`src/rtl/pipe_ctrl_hazard_if.sv`:
```
// Bundle of ID-stage inputs and per-stage control outputs shared between the
// pipeline datapath (master) and the control/hazard unit (slave).
interface pipe_ctrl_hazard_if #(
    parameter int REG_ADDR_W = 5,
    parameter int ALU_OP_W   = 3,
    parameter int CNT_W      = 16
);
    logic [5:0]            id_opcode;
    logic [REG_ADDR_W-1:0] id_rs;
    logic [REG_ADDR_W-1:0] id_rt;
    logic                  mem_branch_taken;
    logic                  cnt_clr;

    logic                  ex_reg_dst;
    logic                  ex_alu_src;
    logic [ALU_OP_W-1:0]   ex_alu_op;
    logic                  mem_read;
    logic                  mem_write;
    logic                  mem_branch;
    logic                  wb_reg_write;
    logic                  wb_mem_to_reg;
    logic                  id_jump;
    logic                  pc_write;
    logic                  ifid_write;
    logic                  ifid_flush;
    logic                  illegal_op;
    logic [CNT_W-1:0]      stall_cnt;
    logic [CNT_W-1:0]      flush_cnt;

    modport master (
        output id_opcode, id_rs, id_rt, mem_branch_taken, cnt_clr,
        input  ex_reg_dst, ex_alu_src, ex_alu_op, mem_read, mem_write, mem_branch,
               wb_reg_write, wb_mem_to_reg, id_jump, pc_write, ifid_write, ifid_flush,
               illegal_op, stall_cnt, flush_cnt
    );

    modport slave (
        input  id_opcode, id_rs, id_rt, mem_branch_taken, cnt_clr,
        output ex_reg_dst, ex_alu_src, ex_alu_op, mem_read, mem_write, mem_branch,
               wb_reg_write, wb_mem_to_reg, id_jump, pc_write, ifid_write, ifid_flush,
               illegal_op, stall_cnt, flush_cnt
    );
endinterface

```
`src/rtl/pipe_ctrl_hazard_unit.sv`:
```
// Pipelined MIPS main control: ID decode, control carried through ID/EX, EX/MEM, MEM/WB,
// load-use stall insertion, branch/jump flushing and saturating stall/flush event counters.
module pipe_ctrl_hazard_unit #(
    parameter int REG_ADDR_W = 5,
    parameter int ALU_OP_W   = 3,
    parameter int CNT_W      = 16
) (
    input  logic            clk,
    input  logic            reset_n,
    pipe_ctrl_hazard_if.slave bus
);

    localparam logic [5:0] OP_R    = 6'b000000;
    localparam logic [5:0] OP_LW   = 6'b100011;
    localparam logic [5:0] OP_SW   = 6'b101011;
    localparam logic [5:0] OP_BEQ  = 6'b000100;
    localparam logic [5:0] OP_ADDI = 6'b001000;
    localparam logic [5:0] OP_ANDI = 6'b001100;
    localparam logic [5:0] OP_ORI  = 6'b001101;
    localparam logic [5:0] OP_XORI = 6'b001110;
    localparam logic [5:0] OP_SLTI = 6'b001010;
    localparam logic [5:0] OP_J    = 6'b000010;

    function automatic logic [CNT_W-1:0] sat_inc(input logic [CNT_W-1:0] v);
        sat_inc = (&v) ? v : v + CNT_W'(1);
    endfunction

    logic                  dec_reg_dst, dec_alu_src, dec_mem_read, dec_mem_write;
    logic                  dec_branch, dec_reg_write, dec_mem_to_reg, dec_jump;
    logic                  dec_illegal, dec_uses_rt;
    logic [ALU_OP_W-1:0]   dec_alu_op;

    always_comb begin
        dec_reg_dst    = 1'b0;
        dec_alu_src    = 1'b0;
        dec_mem_read   = 1'b0;
        dec_mem_write  = 1'b0;
        dec_branch     = 1'b0;
        dec_reg_write  = 1'b0;
        dec_mem_to_reg = 1'b0;
        dec_jump       = 1'b0;
        dec_illegal    = 1'b0;
        dec_uses_rt    = 1'b0;
        dec_alu_op     = '0;
        case (bus.id_opcode)
            OP_R: begin
                dec_reg_dst   = 1'b1;
                dec_reg_write = 1'b1;
                dec_uses_rt   = 1'b1;
                dec_alu_op    = ALU_OP_W'(2);
            end
            OP_LW: begin
                dec_alu_src    = 1'b1;
                dec_mem_to_reg = 1'b1;
                dec_reg_write  = 1'b1;
                dec_mem_read   = 1'b1;
            end
            OP_SW: begin
                dec_alu_src   = 1'b1;
                dec_mem_write = 1'b1;
                dec_uses_rt   = 1'b1;
            end
            OP_BEQ: begin
                dec_branch  = 1'b1;
                dec_uses_rt = 1'b1;
                dec_alu_op  = ALU_OP_W'(1);
            end
            OP_ADDI, OP_ANDI, OP_ORI, OP_XORI, OP_SLTI: begin
                dec_alu_src   = 1'b1;
                dec_reg_write = 1'b1;
                case (bus.id_opcode)
                    OP_ANDI: dec_alu_op = ALU_OP_W'(3);
                    OP_ORI:  dec_alu_op = ALU_OP_W'(4);
                    OP_XORI: dec_alu_op = ALU_OP_W'(5);
                    OP_SLTI: dec_alu_op = ALU_OP_W'(6);
                    default: dec_alu_op = '0;
                endcase
            end
            OP_J:    dec_jump    = 1'b1;
            default: dec_illegal = 1'b1;
        endcase
    end

    // ID/EX (_p0), EX/MEM (_p1), MEM/WB (_p2) control registers
    logic                  reg_dst_p0, alu_src_p0, mem_read_p0, mem_write_p0;
    logic                  branch_p0, reg_write_p0, mem_to_reg_p0, illegal_p0;
    logic [ALU_OP_W-1:0]   alu_op_p0;
    logic [REG_ADDR_W-1:0] rt_p0;
    logic                  mem_read_p1, mem_write_p1, branch_p1, reg_write_p1, mem_to_reg_p1;
    logic                  reg_write_p2, mem_to_reg_p2;

    logic stall, flush, stall_eff, jump_eff, bubble_id;

    always_comb begin
        stall     = mem_read_p0 && (rt_p0 != '0) &&
                    ((rt_p0 == bus.id_rs) || ((rt_p0 == bus.id_rt) && dec_uses_rt));
        // Reset overrides every combinational redirect so the outputs sit at reset values.
        flush     = reset_n && bus.mem_branch_taken;
        stall_eff = reset_n && stall && !flush;
        jump_eff  = reset_n && dec_jump && !stall && !flush;
        bubble_id = flush || stall_eff;
    end

    always_ff @(posedge clk or negedge reset_n) begin
        if (!reset_n) begin
            reg_dst_p0    <= 1'b0;
            alu_src_p0    <= 1'b0;
            alu_op_p0     <= '0;
            mem_read_p0   <= 1'b0;
            mem_write_p0  <= 1'b0;
            branch_p0     <= 1'b0;
            reg_write_p0  <= 1'b0;
            mem_to_reg_p0 <= 1'b0;
            illegal_p0    <= 1'b0;
            rt_p0         <= '0;
            mem_read_p1   <= 1'b0;
            mem_write_p1  <= 1'b0;
            branch_p1     <= 1'b0;
            reg_write_p1  <= 1'b0;
            mem_to_reg_p1 <= 1'b0;
            reg_write_p2  <= 1'b0;
            mem_to_reg_p2 <= 1'b0;
        end else begin
            if (bubble_id) begin
                reg_dst_p0    <= 1'b0;
                alu_src_p0    <= 1'b0;
                alu_op_p0     <= '0;
                mem_read_p0   <= 1'b0;
                mem_write_p0  <= 1'b0;
                branch_p0     <= 1'b0;
                reg_write_p0  <= 1'b0;
                mem_to_reg_p0 <= 1'b0;
                illegal_p0    <= 1'b0;
                rt_p0         <= '0;
            end else begin
                reg_dst_p0    <= dec_reg_dst;
                alu_src_p0    <= dec_alu_src;
                alu_op_p0     <= dec_alu_op;
                mem_read_p0   <= dec_mem_read;
                mem_write_p0  <= dec_mem_write;
                branch_p0     <= dec_branch;
                reg_write_p0  <= dec_reg_write;
                mem_to_reg_p0 <= dec_mem_to_reg;
                illegal_p0    <= dec_illegal;
                rt_p0         <= bus.id_rt;
            end
            if (flush) begin
                mem_read_p1   <= 1'b0;
                mem_write_p1  <= 1'b0;
                branch_p1     <= 1'b0;
                reg_write_p1  <= 1'b0;
                mem_to_reg_p1 <= 1'b0;
            end else begin
                mem_read_p1   <= mem_read_p0;
                mem_write_p1  <= mem_write_p0;
                branch_p1     <= branch_p0;
                reg_write_p1  <= reg_write_p0;
                mem_to_reg_p1 <= mem_to_reg_p0;
            end
            // The resolving branch itself still retires into MEM/WB.
            reg_write_p2  <= reg_write_p1;
            mem_to_reg_p2 <= mem_to_reg_p1;
        end
    end

    logic [CNT_W-1:0] stall_cnt_q, flush_cnt_q;

    always_ff @(posedge clk or negedge reset_n) begin
        if (!reset_n) begin
            stall_cnt_q <= '0;
            flush_cnt_q <= '0;
        end else if (bus.cnt_clr) begin
            stall_cnt_q <= '0;
            flush_cnt_q <= '0;
        end else begin
            if (stall_eff)
                stall_cnt_q <= sat_inc(stall_cnt_q);
            if (flush || jump_eff)
                flush_cnt_q <= sat_inc(flush_cnt_q);
        end
    end

    assign bus.ex_reg_dst    = reg_dst_p0;
    assign bus.ex_alu_src    = alu_src_p0;
    assign bus.ex_alu_op     = alu_op_p0;
    assign bus.illegal_op    = illegal_p0;
    assign bus.mem_read      = mem_read_p1;
    assign bus.mem_write     = mem_write_p1;
    assign bus.mem_branch    = branch_p1;
    assign bus.wb_reg_write  = reg_write_p2;
    assign bus.wb_mem_to_reg = mem_to_reg_p2;
    assign bus.id_jump       = jump_eff;
    assign bus.pc_write      = !stall_eff;
    assign bus.ifid_write    = !stall_eff;
    assign bus.ifid_flush    = flush || jump_eff;
    assign bus.stall_cnt     = stall_cnt_q;
    assign bus.flush_cnt     = flush_cnt_q;

endmodule

```
`src/flat_wrapper.sv`:
```
// flat-port wrapper written by rule: the top's interface ports become plain ports
module pipe_ctrl_hazard_unit_flat 
#(
    parameter int REG_ADDR_W = 5,
    parameter int ALU_OP_W   = 3,
    parameter int CNT_W      = 16
)
  (clk, reset_n, bus_id_opcode, bus_id_rs, bus_id_rt, bus_mem_branch_taken, bus_cnt_clr, bus_ex_reg_dst, bus_ex_alu_src, bus_ex_alu_op, bus_mem_read, bus_mem_write, bus_mem_branch, bus_wb_reg_write, bus_wb_mem_to_reg, bus_id_jump, bus_pc_write, bus_ifid_write, bus_ifid_flush, bus_illegal_op, bus_stall_cnt, bus_flush_cnt);
  pipe_ctrl_hazard_if #(.REG_ADDR_W(REG_ADDR_W), .ALU_OP_W(ALU_OP_W), .CNT_W(CNT_W)) bus_i ();
  input  logic clk;
  input  logic reset_n;
  input wire logic [$bits(bus_i.id_opcode)-1:0] bus_id_opcode;
  input wire logic [$bits(bus_i.id_rs)-1:0] bus_id_rs;
  input wire logic [$bits(bus_i.id_rt)-1:0] bus_id_rt;
  input wire logic [$bits(bus_i.mem_branch_taken)-1:0] bus_mem_branch_taken;
  input wire logic [$bits(bus_i.cnt_clr)-1:0] bus_cnt_clr;
  output wire logic [$bits(bus_i.ex_reg_dst)-1:0] bus_ex_reg_dst;
  output wire logic [$bits(bus_i.ex_alu_src)-1:0] bus_ex_alu_src;
  output wire logic [$bits(bus_i.ex_alu_op)-1:0] bus_ex_alu_op;
  output wire logic [$bits(bus_i.mem_read)-1:0] bus_mem_read;
  output wire logic [$bits(bus_i.mem_write)-1:0] bus_mem_write;
  output wire logic [$bits(bus_i.mem_branch)-1:0] bus_mem_branch;
  output wire logic [$bits(bus_i.wb_reg_write)-1:0] bus_wb_reg_write;
  output wire logic [$bits(bus_i.wb_mem_to_reg)-1:0] bus_wb_mem_to_reg;
  output wire logic [$bits(bus_i.id_jump)-1:0] bus_id_jump;
  output wire logic [$bits(bus_i.pc_write)-1:0] bus_pc_write;
  output wire logic [$bits(bus_i.ifid_write)-1:0] bus_ifid_write;
  output wire logic [$bits(bus_i.ifid_flush)-1:0] bus_ifid_flush;
  output wire logic [$bits(bus_i.illegal_op)-1:0] bus_illegal_op;
  output wire logic [$bits(bus_i.stall_cnt)-1:0] bus_stall_cnt;
  output wire logic [$bits(bus_i.flush_cnt)-1:0] bus_flush_cnt;
  assign bus_i.id_opcode = bus_id_opcode;
  assign bus_i.id_rs = bus_id_rs;
  assign bus_i.id_rt = bus_id_rt;
  assign bus_i.mem_branch_taken = bus_mem_branch_taken;
  assign bus_i.cnt_clr = bus_cnt_clr;
  assign bus_ex_reg_dst = bus_i.ex_reg_dst;
  assign bus_ex_alu_src = bus_i.ex_alu_src;
  assign bus_ex_alu_op = bus_i.ex_alu_op;
  assign bus_mem_read = bus_i.mem_read;
  assign bus_mem_write = bus_i.mem_write;
  assign bus_mem_branch = bus_i.mem_branch;
  assign bus_wb_reg_write = bus_i.wb_reg_write;
  assign bus_wb_mem_to_reg = bus_i.wb_mem_to_reg;
  assign bus_id_jump = bus_i.id_jump;
  assign bus_pc_write = bus_i.pc_write;
  assign bus_ifid_write = bus_i.ifid_write;
  assign bus_ifid_flush = bus_i.ifid_flush;
  assign bus_illegal_op = bus_i.illegal_op;
  assign bus_stall_cnt = bus_i.stall_cnt;
  assign bus_flush_cnt = bus_i.flush_cnt;
  pipe_ctrl_hazard_unit #(.REG_ADDR_W(REG_ADDR_W), .ALU_OP_W(ALU_OP_W), .CNT_W(CNT_W)) u_core (.clk(clk), .reset_n(reset_n), .bus(bus_i));
endmodule
```
`config.mk`:
```
export PLATFORM = sky130hd
export DESIGN_NAME = pipe_ctrl_hazard_unit_flat
export DESIGN_NICKNAME = d
export VERILOG_FILES = /design/src/rtl/pipe_ctrl_hazard_if.sv /design/src/rtl/pipe_ctrl_hazard_unit.sv /design/src/flat_wrapper.sv
export SDC_FILE = /design/constraint.sdc
export NUM_CORES = 1
export LEC_CHECK = 0
export ABC_AREA = 1
export ABC_CLOCK_PERIOD_IN_PS = 1800
export CAP_MARGIN = 20
export CELL_PAD_IN_SITES_DETAIL_PLACEMENT = 1
export CELL_PAD_IN_SITES_GLOBAL_PLACEMENT = 1
export CORE_ASPECT_RATIO = 0.5
export CORE_UTILIZATION = 37
export DETAILED_ROUTE_END_ITERATION = 10
export HOLD_SLACK_MARGIN = 0.1
export PLACE_DENSITY_LB_ADDON = 0.15
export SETUP_SLACK_MARGIN = 0.4
export SLEW_MARGIN = 20
export SYNTH_ARGS = -nofsm -noshare
export SYNTH_HDL_FRONTEND = slang
export SYNTH_SLANG_ARGS = --single-unit
```
`constraint.sdc`:
```
create_clock -name clk -period 1.8 [get_ports clk]
set_input_delay 0.27 -clock clk [delete_from_list [all_inputs] [get_ports clk]]
set_output_delay 0.27 -clock clk [all_outputs]
set_load 0.01 [all_outputs]
```
==> results.cfg, run 1 <==
[critical_path]
required_ps = 1980
worst-setup-path-type = flop to flop
rrSetupSlack_ps = -370
timing.rr.end = u_core.bus.flush_cnt[0]
worstPathCellList = buf_6 > nand2_1 > nand2_1 > nor2_1 > nand4_2 > nand2_4 > nand2_1 > nand2_2 > buf_6 > buf_6 > nand3_4 > buf_8 > nand3_2 > nand2_1
cp_max_fo = 7
startpoint_type = flop
cp_common_cell = nand2_1
ff2ff_path_depth = 14
rr_startpoint = u_core.rt_p0[1]
worst-path-buf-inv = 4
max_stage_delay_ps = 420
end_kind = flop
critical_path_arrival_ps = 2350
slowest_stage = dfrtp_1
crit_family = simple AND/OR/NAND/NOR gates

[sta]
hold_violations = 0
setup_ws_ps = -368
tns_ps = -13630
rsz0062_at_grt = true
fin_skew_ps = 10.2
slew_headroom_pct = 65.3
period_needed_ps = 2170
fin_hold_ws_ps = 155
drv_slew = 0
finalSetupViolCount = 51
tightest_slew_ps = 521
period_share_pct = 120
max_freq_mhz = 461

[cts]
cts_buffers = 5
clk_pin_slew_worst_paths_ps = 80
cts_tree = done
clk_latency_ps = 300
ctsRootBufferMaster = clkbuf_16
cts.sinks = 53
ctsLongestPathBuffers = 2
htree_num_levels = 2

[floorplanning]
ios = 67
die_x_um = 132
num_rows = 23
die_h_um = 67.2
die-area_um2 = 8890
core_um2 = 8120
start_util_pct = 38.7

[yosys]
ys_ff_latch = 53
synth_cell_type_count = 35
syn_avg_cell_area_um2 = 7.47
synth-main-ff-cell = dfrtp_1
synth-edff-count = 0
syn_nets = 443
syn_area_um2 = 3140
synthArstFlopShare_pct = 100
yosys_warnings = 0
synthCells = 421
yosysSeqAreaShare_pct = 42.2

[global_routing]
grt_pass1_wl_mm = 17.9
grt_max_degree = 38
first_global_vias = 3588
grt_overflow = 0
antenna_found_initial = 1
track_usage_pct = 26.2

[routing]
vias = 3554
wl_per_cell_um = 19.1
first_pass_iters = 4
vias_per_cell = 5.22
wirelength_mm = 13.0
ant_nets = 0
drc = 0
drtIter0Drc = 150

[pwr]
ir_worst_vdd_mv = 0.422
p_per_area_nw_per_um2 = 555
power_leakage_nw = 2.59

[final_layout]
final_cell_mix = nand2_1 (103), buf_4 (66), nor2_1 (57)
syn_to_final_growth_pct = 62.2
final_nets = 590
fin_util_pct = 62.8
diodes = 0
final_common_cell = nand2_1
layout-drive-gt1-share_pct = 33.6

[outcome]
status = finished with violations
violations = negative setup slack

[placed_design]
hpwlAfterDp_mm = 6.76
routabilityCongestion = 0.841
pre_cts_slack_ps = -591
portBuffers = 66

[job]
maxCapViolations = 0

[hold_path]
hold_class = input port to async pin
logic make-up after synthesis:
family / count (synthesis) / share of synthesized area [%]
AOI/OAI and AO/OA: 15 / 2.91
xor gates and xnor gates: 18 / 5.02
adders and majority gates: 2 / 0.796
buffers and inverters: 58 / 7.92
DFF: 53 / 42.2
and+or+nand+nor: 275 / 41.2
worst reg2reg max path, delay by kind of cell, from the launching register on:
family,cells,cell delay (ps)
simple gates,10,1110
buf+inv,4,540
flops,1,420
repair_timing:
item / 4_1_cts / 5_1_grt
endpoints found under the hold margin: 17 / 0
pin swaps: 17 / 14
hold buffers: 1 / 0
gates cloned: 2 / 3
gates resized for setup: 108 / 66
endpoints found under the setup margin: 94 / 58
buffers inserted: 28 / 8
how the worst max path moves through the flow:
stage / depth (start not counted) / slack, ps / end / startpoint
4_1_cts: 8 / -220 / bus_pc_write / u_core.rt_p0[1]
6_report: 14 / -370 / u_core.bus.flush_cnt[0] / u_core.rt_p0[1]
5_1_grt: 14 / -440 / u_core.bus.flush_cnt[0] / u_core.rt_p0[1]
3_5_place_dp: 11 / -590 / bus_pc_write / bus_id_opcode[0]
3_3_place_gp: 11 / -530 / bus_pc_write / bus_id_opcode[1]
2_1_floorplan: 10 / 140 / u_core.bus.stall_cnt[6] / u_core.bus.stall_cnt[0]
per-stage QoR:
stage                     area (um^2)  power, W  std cells
after CTS                        4800   0.00276        670
after global routing             5100   0.00292        681
after floorplan                  3200   0.00138        421
after global placement           4260   0.00157        631
final                            5100   0.00283        681
after detailed placement         4260   0.00158        631
final cells by class:
type | count | area, um^2
Inverter | 45 | 169
Tap cell | 112 | 140
Multi-Input combinational cell | 313 | 1910
Sequential cell | 53 | 1340
Timing Repair Buffer | 150 | 1360
Clock buffer | 6 | 139
Fill cell | 971 | 3020
Clock inverter | 2 | 37.5
where the power goes:
| part | total [W] | internal [W] | leakage, nW | switching (W) |
|---|---|---|---|---|
| Sequential | 0.00123 | 0.00121 | 0.705 | 0.0000209 |
| Combinational | 0.000420 | 0.000179 | 1.80 | 0.000241 |
| Clock | 0.00118 | 0.000696 | 0.0831 | 0.000480 |
cells in the mapped netlist (2+ instances only):
library cell	number	area share, %
inv_1	43	5.1
xnor2_1	4	1.1
a31oi_1	2	0.40
dfrtp_1	53	42
nor2_4	2	0.72
clkbuf_1	4	0.48
buf_2	4	0.64
nand2_4	2	0.72
nor3_1	8	1.3
buf_4	3	0.72
inv_2	2	0.24
nand2_1	115	14
nor2_2	3	0.60
a211oi_1	2	0.48
xor2_1	14	3.9
nand3_1	37	5.9
nor3b_1	4	0.96
nor3_2	3	0.96
o21ai_0	5	0.80
nand3_2	3	0.96
nand2_2	5	1.0
nor2_1	69	8.2
buf_6	2	0.72
nand4_1	18	3.6
ha_1	2	0.80
a21oi_1	3	0.48
per-layer routing:
layer	GRT usage (%)	up-vias	part of all wire [%]	wire, um
li1	-	1649	-	-
met1	31.0	1742	42	5410
met4	10.9	2	3.7	482
met3	4.58	49	4.4	576
met2	48.5	112	50	6540
met5	0	-	0.084	11
No activity file was read; power rests on OpenSTA's default activity.
==> run 2, diff against run 1 <==
--- a/config.mk
+++ b/config.mk
@@ -7,11 +7,10 @@
 export LEC_CHECK = 0
 export ABC_AREA = 1
 export ABC_CLOCK_PERIOD_IN_PS = 1800
-export CAP_MARGIN = 20
 export CELL_PAD_IN_SITES_DETAIL_PLACEMENT = 1
-export CELL_PAD_IN_SITES_GLOBAL_PLACEMENT = 1
+export CELL_PAD_IN_SITES_GLOBAL_PLACEMENT = 2
 export CORE_ASPECT_RATIO = 0.5
-export CORE_UTILIZATION = 37
+export CORE_UTILIZATION = 29
 export DETAILED_ROUTE_END_ITERATION = 10
 export HOLD_SLACK_MARGIN = 0.1
 export PLACE_DENSITY_LB_ADDON = 0.15
==> run 2 against run 1 <==
The run still ends with negative setup slack left. First-iteration DRC count fell by 63%. Clock skew rose by 0.58 ps. Critical path type is now input port to primary output. Cell count is 5.3% higher. Die area rose by 27%. Largest cell class unchanged. Critical endpoint is now bus_pc_write. Non-clock buffer count rose by 10.
==> results.cfg, run 2 (same netlist as run 1, synthesis figures left out) <==
[final_layout]
final_cell_mix = nand2_1 (99), buf_4 (80), nor2_1 (61)
final_nets = 598
syn_to_final_growth_pct = 59.4
fin_util_pct = 48.3
diodes = 0
layout-drive-gt1-share_pct = 33.1
multi_input_area_um2 = 1790
fillCellCount = 1267
fin_cells = 717
final_common_cell = nand2_1
regArea_um2 = 1340
fin_area_um2 = 5010

[critical_path]
timing.rr.end = u_core.bus.flush_cnt[9]
required_ps = 1530
worst-setup-path-type = input port to primary output
critical_path_arrival_ps = 1650
rrSetupSlack_ps = -50
end_kind = primary output
worstPathCellList = clkdlybuf4s50_1 > or2_0 > a21oi_2 > nand3_1 > nand2_2 > nand3_4 > nor2_4 > inv_2 > buf_2
max_stage_delay_ps = 420
slowest_stage = clkdlybuf4s50_1
cp_max_fo = 3
rr_startpoint = u_core.rt_p0[1]
startpoint_type = input port
ff2ff_path_depth = 12

[pwr]
power_leakage_nw = 2.57
ir_worst_vdd_mv = 0.346
p_per_area_nw_per_um2 = 545

[cts]
cts_tree = done
clk_pin_slew_worst_paths_ps = 70
cts_buffers = 5
clk_latency_ps = 300
ctsLongestPathBuffers = 2
htree_num_levels = 2
ctsRootBufferMaster = clkbuf_16
cts.sinks = 53

[floorplanning]
ios = 67
start_util_pct = 30.3
die_h_um = 75.6
core_um2 = 10400
num_rows = 26
die_x_um = 149
die-area_um2 = 11300

[placed_design]
pre_cts_slack_ps = -592
placedCellCount = 657
hpwlAfterDp_mm = 6.86
portBuffers = 66
routabilityCongestion = 0.807
dpl-instance-area_um2 = 4280

[job]
maxCapViolations = 0

[routing]
drc = 0
vias_per_cell = 4.65
wl_per_cell_um = 14.8
wirelength_mm = 10.6
vias = 3333
ant_nets = 0
drtIter0Drc = 55
first_pass_iters = 4

[outcome]
status = finished with violations
violations = negative setup slack

[sta]
fin_skew_ps = 10.8
setup_ws_ps = -116
period_needed_ps = 1920
tightest_slew_ps = 834
rsz0062_at_grt = true
slew_headroom_pct = 44.4
max_freq_mhz = 522
finalSetupViolCount = 15
fin_hold_ws_ps = 136
hold_violations = 0
period_share_pct = 106
drv_slew = 0

[global_routing]
grt_max_degree = 35
antenna_found_initial = 0
track_usage_pct = 20.2
grt_pass1_wl_mm = 17.5
grt_overflow = 0
first_global_vias = 3536

[hold_path]
hold_class = input port to async pin
run 2: changes by cell type in the layout (fill, tap and decap cells not counted), moves of 3 or more:
cell,change
nor3_1,+3
nand3_2,-7
buf_4,+14
buf_2,+9
nand2_1,-4
buf_6,-5
nor2_1,+4
nand3_1,+5
nor2_4,-5
nand2_2,+5
dlymetal6s2s_1,-5
run 2: repair_timing:
action	in CTS	in global routing
buffers inserted	39	9
gates resized for setup	119	43
endpoints found under the hold margin	19	0
setup endpoints to repair	94	77
gates cloned	2	1
hold buffers	1	0
pin swaps	16	9
run 2: worst max-delay path by stage:
stage / slack, ps / from / endpoint
2_1_floorplan: 140 / u_core.bus.stall_cnt[0] / u_core.bus.stall_cnt[6]
3_3_place_gp: -550 / bus_id_opcode[1] / bus_pc_write
3_5_place_dp: -590 / bus_id_opcode[1] / bus_ifid_write
4_1_cts: -180 / u_core.rt_p0[1] / bus_ifid_write
5_1_grt: -210 / u_core.rt_p0[3] / bus_pc_write
6_report: -120 / bus_id_rs[1] / bus_pc_write
run 2: critical path: cells and delay by family:
family	cells	cell delay [ps]
and+or+nand+nor	5	650
buffers and inverters	3	590
AOI/OAI and AO/OA	1	130
run 2: routing by layer:
metal	vias up	global-route usage, %	part of all wire (%)
li1	1652	-	-
met1	1620	25.0	46
met2	55	36.7	49
met3	6	4.25	3.8
met4	0	5.33	0.81
met5	-	0	0
run 2: through the flow:
step | TNS, ps | total power, W
2_1_floorplan | 0 | 0.00138
3_3_place_gp | -11280 | 0.00157
3_5_place_dp | -12990 | 0.00157
4_1_cts | -1630 | 0.00275
5_1_grt | -5100 | 0.00285
6_report | -694 | 0.00273
run 2: cell type report:
cell class	count	share of cell area, %
sequential	53	26.8
tap	140	3.50
multi-input combinational	311	35.8
timing repair buffer	160	27.1
inverter	45	3.37
clock buffer	7	2.85
clock inverter	1	0.599
run 2: report_power, final:
part	leakage, nW	total [W]	switching, W	internal (W)
sequential	0.703	0.00123	0.0000164	0.00121
clock	0.0841	0.00115	0.000452	0.000697
combinational	1.78	0.000351	0.000198	0.000153
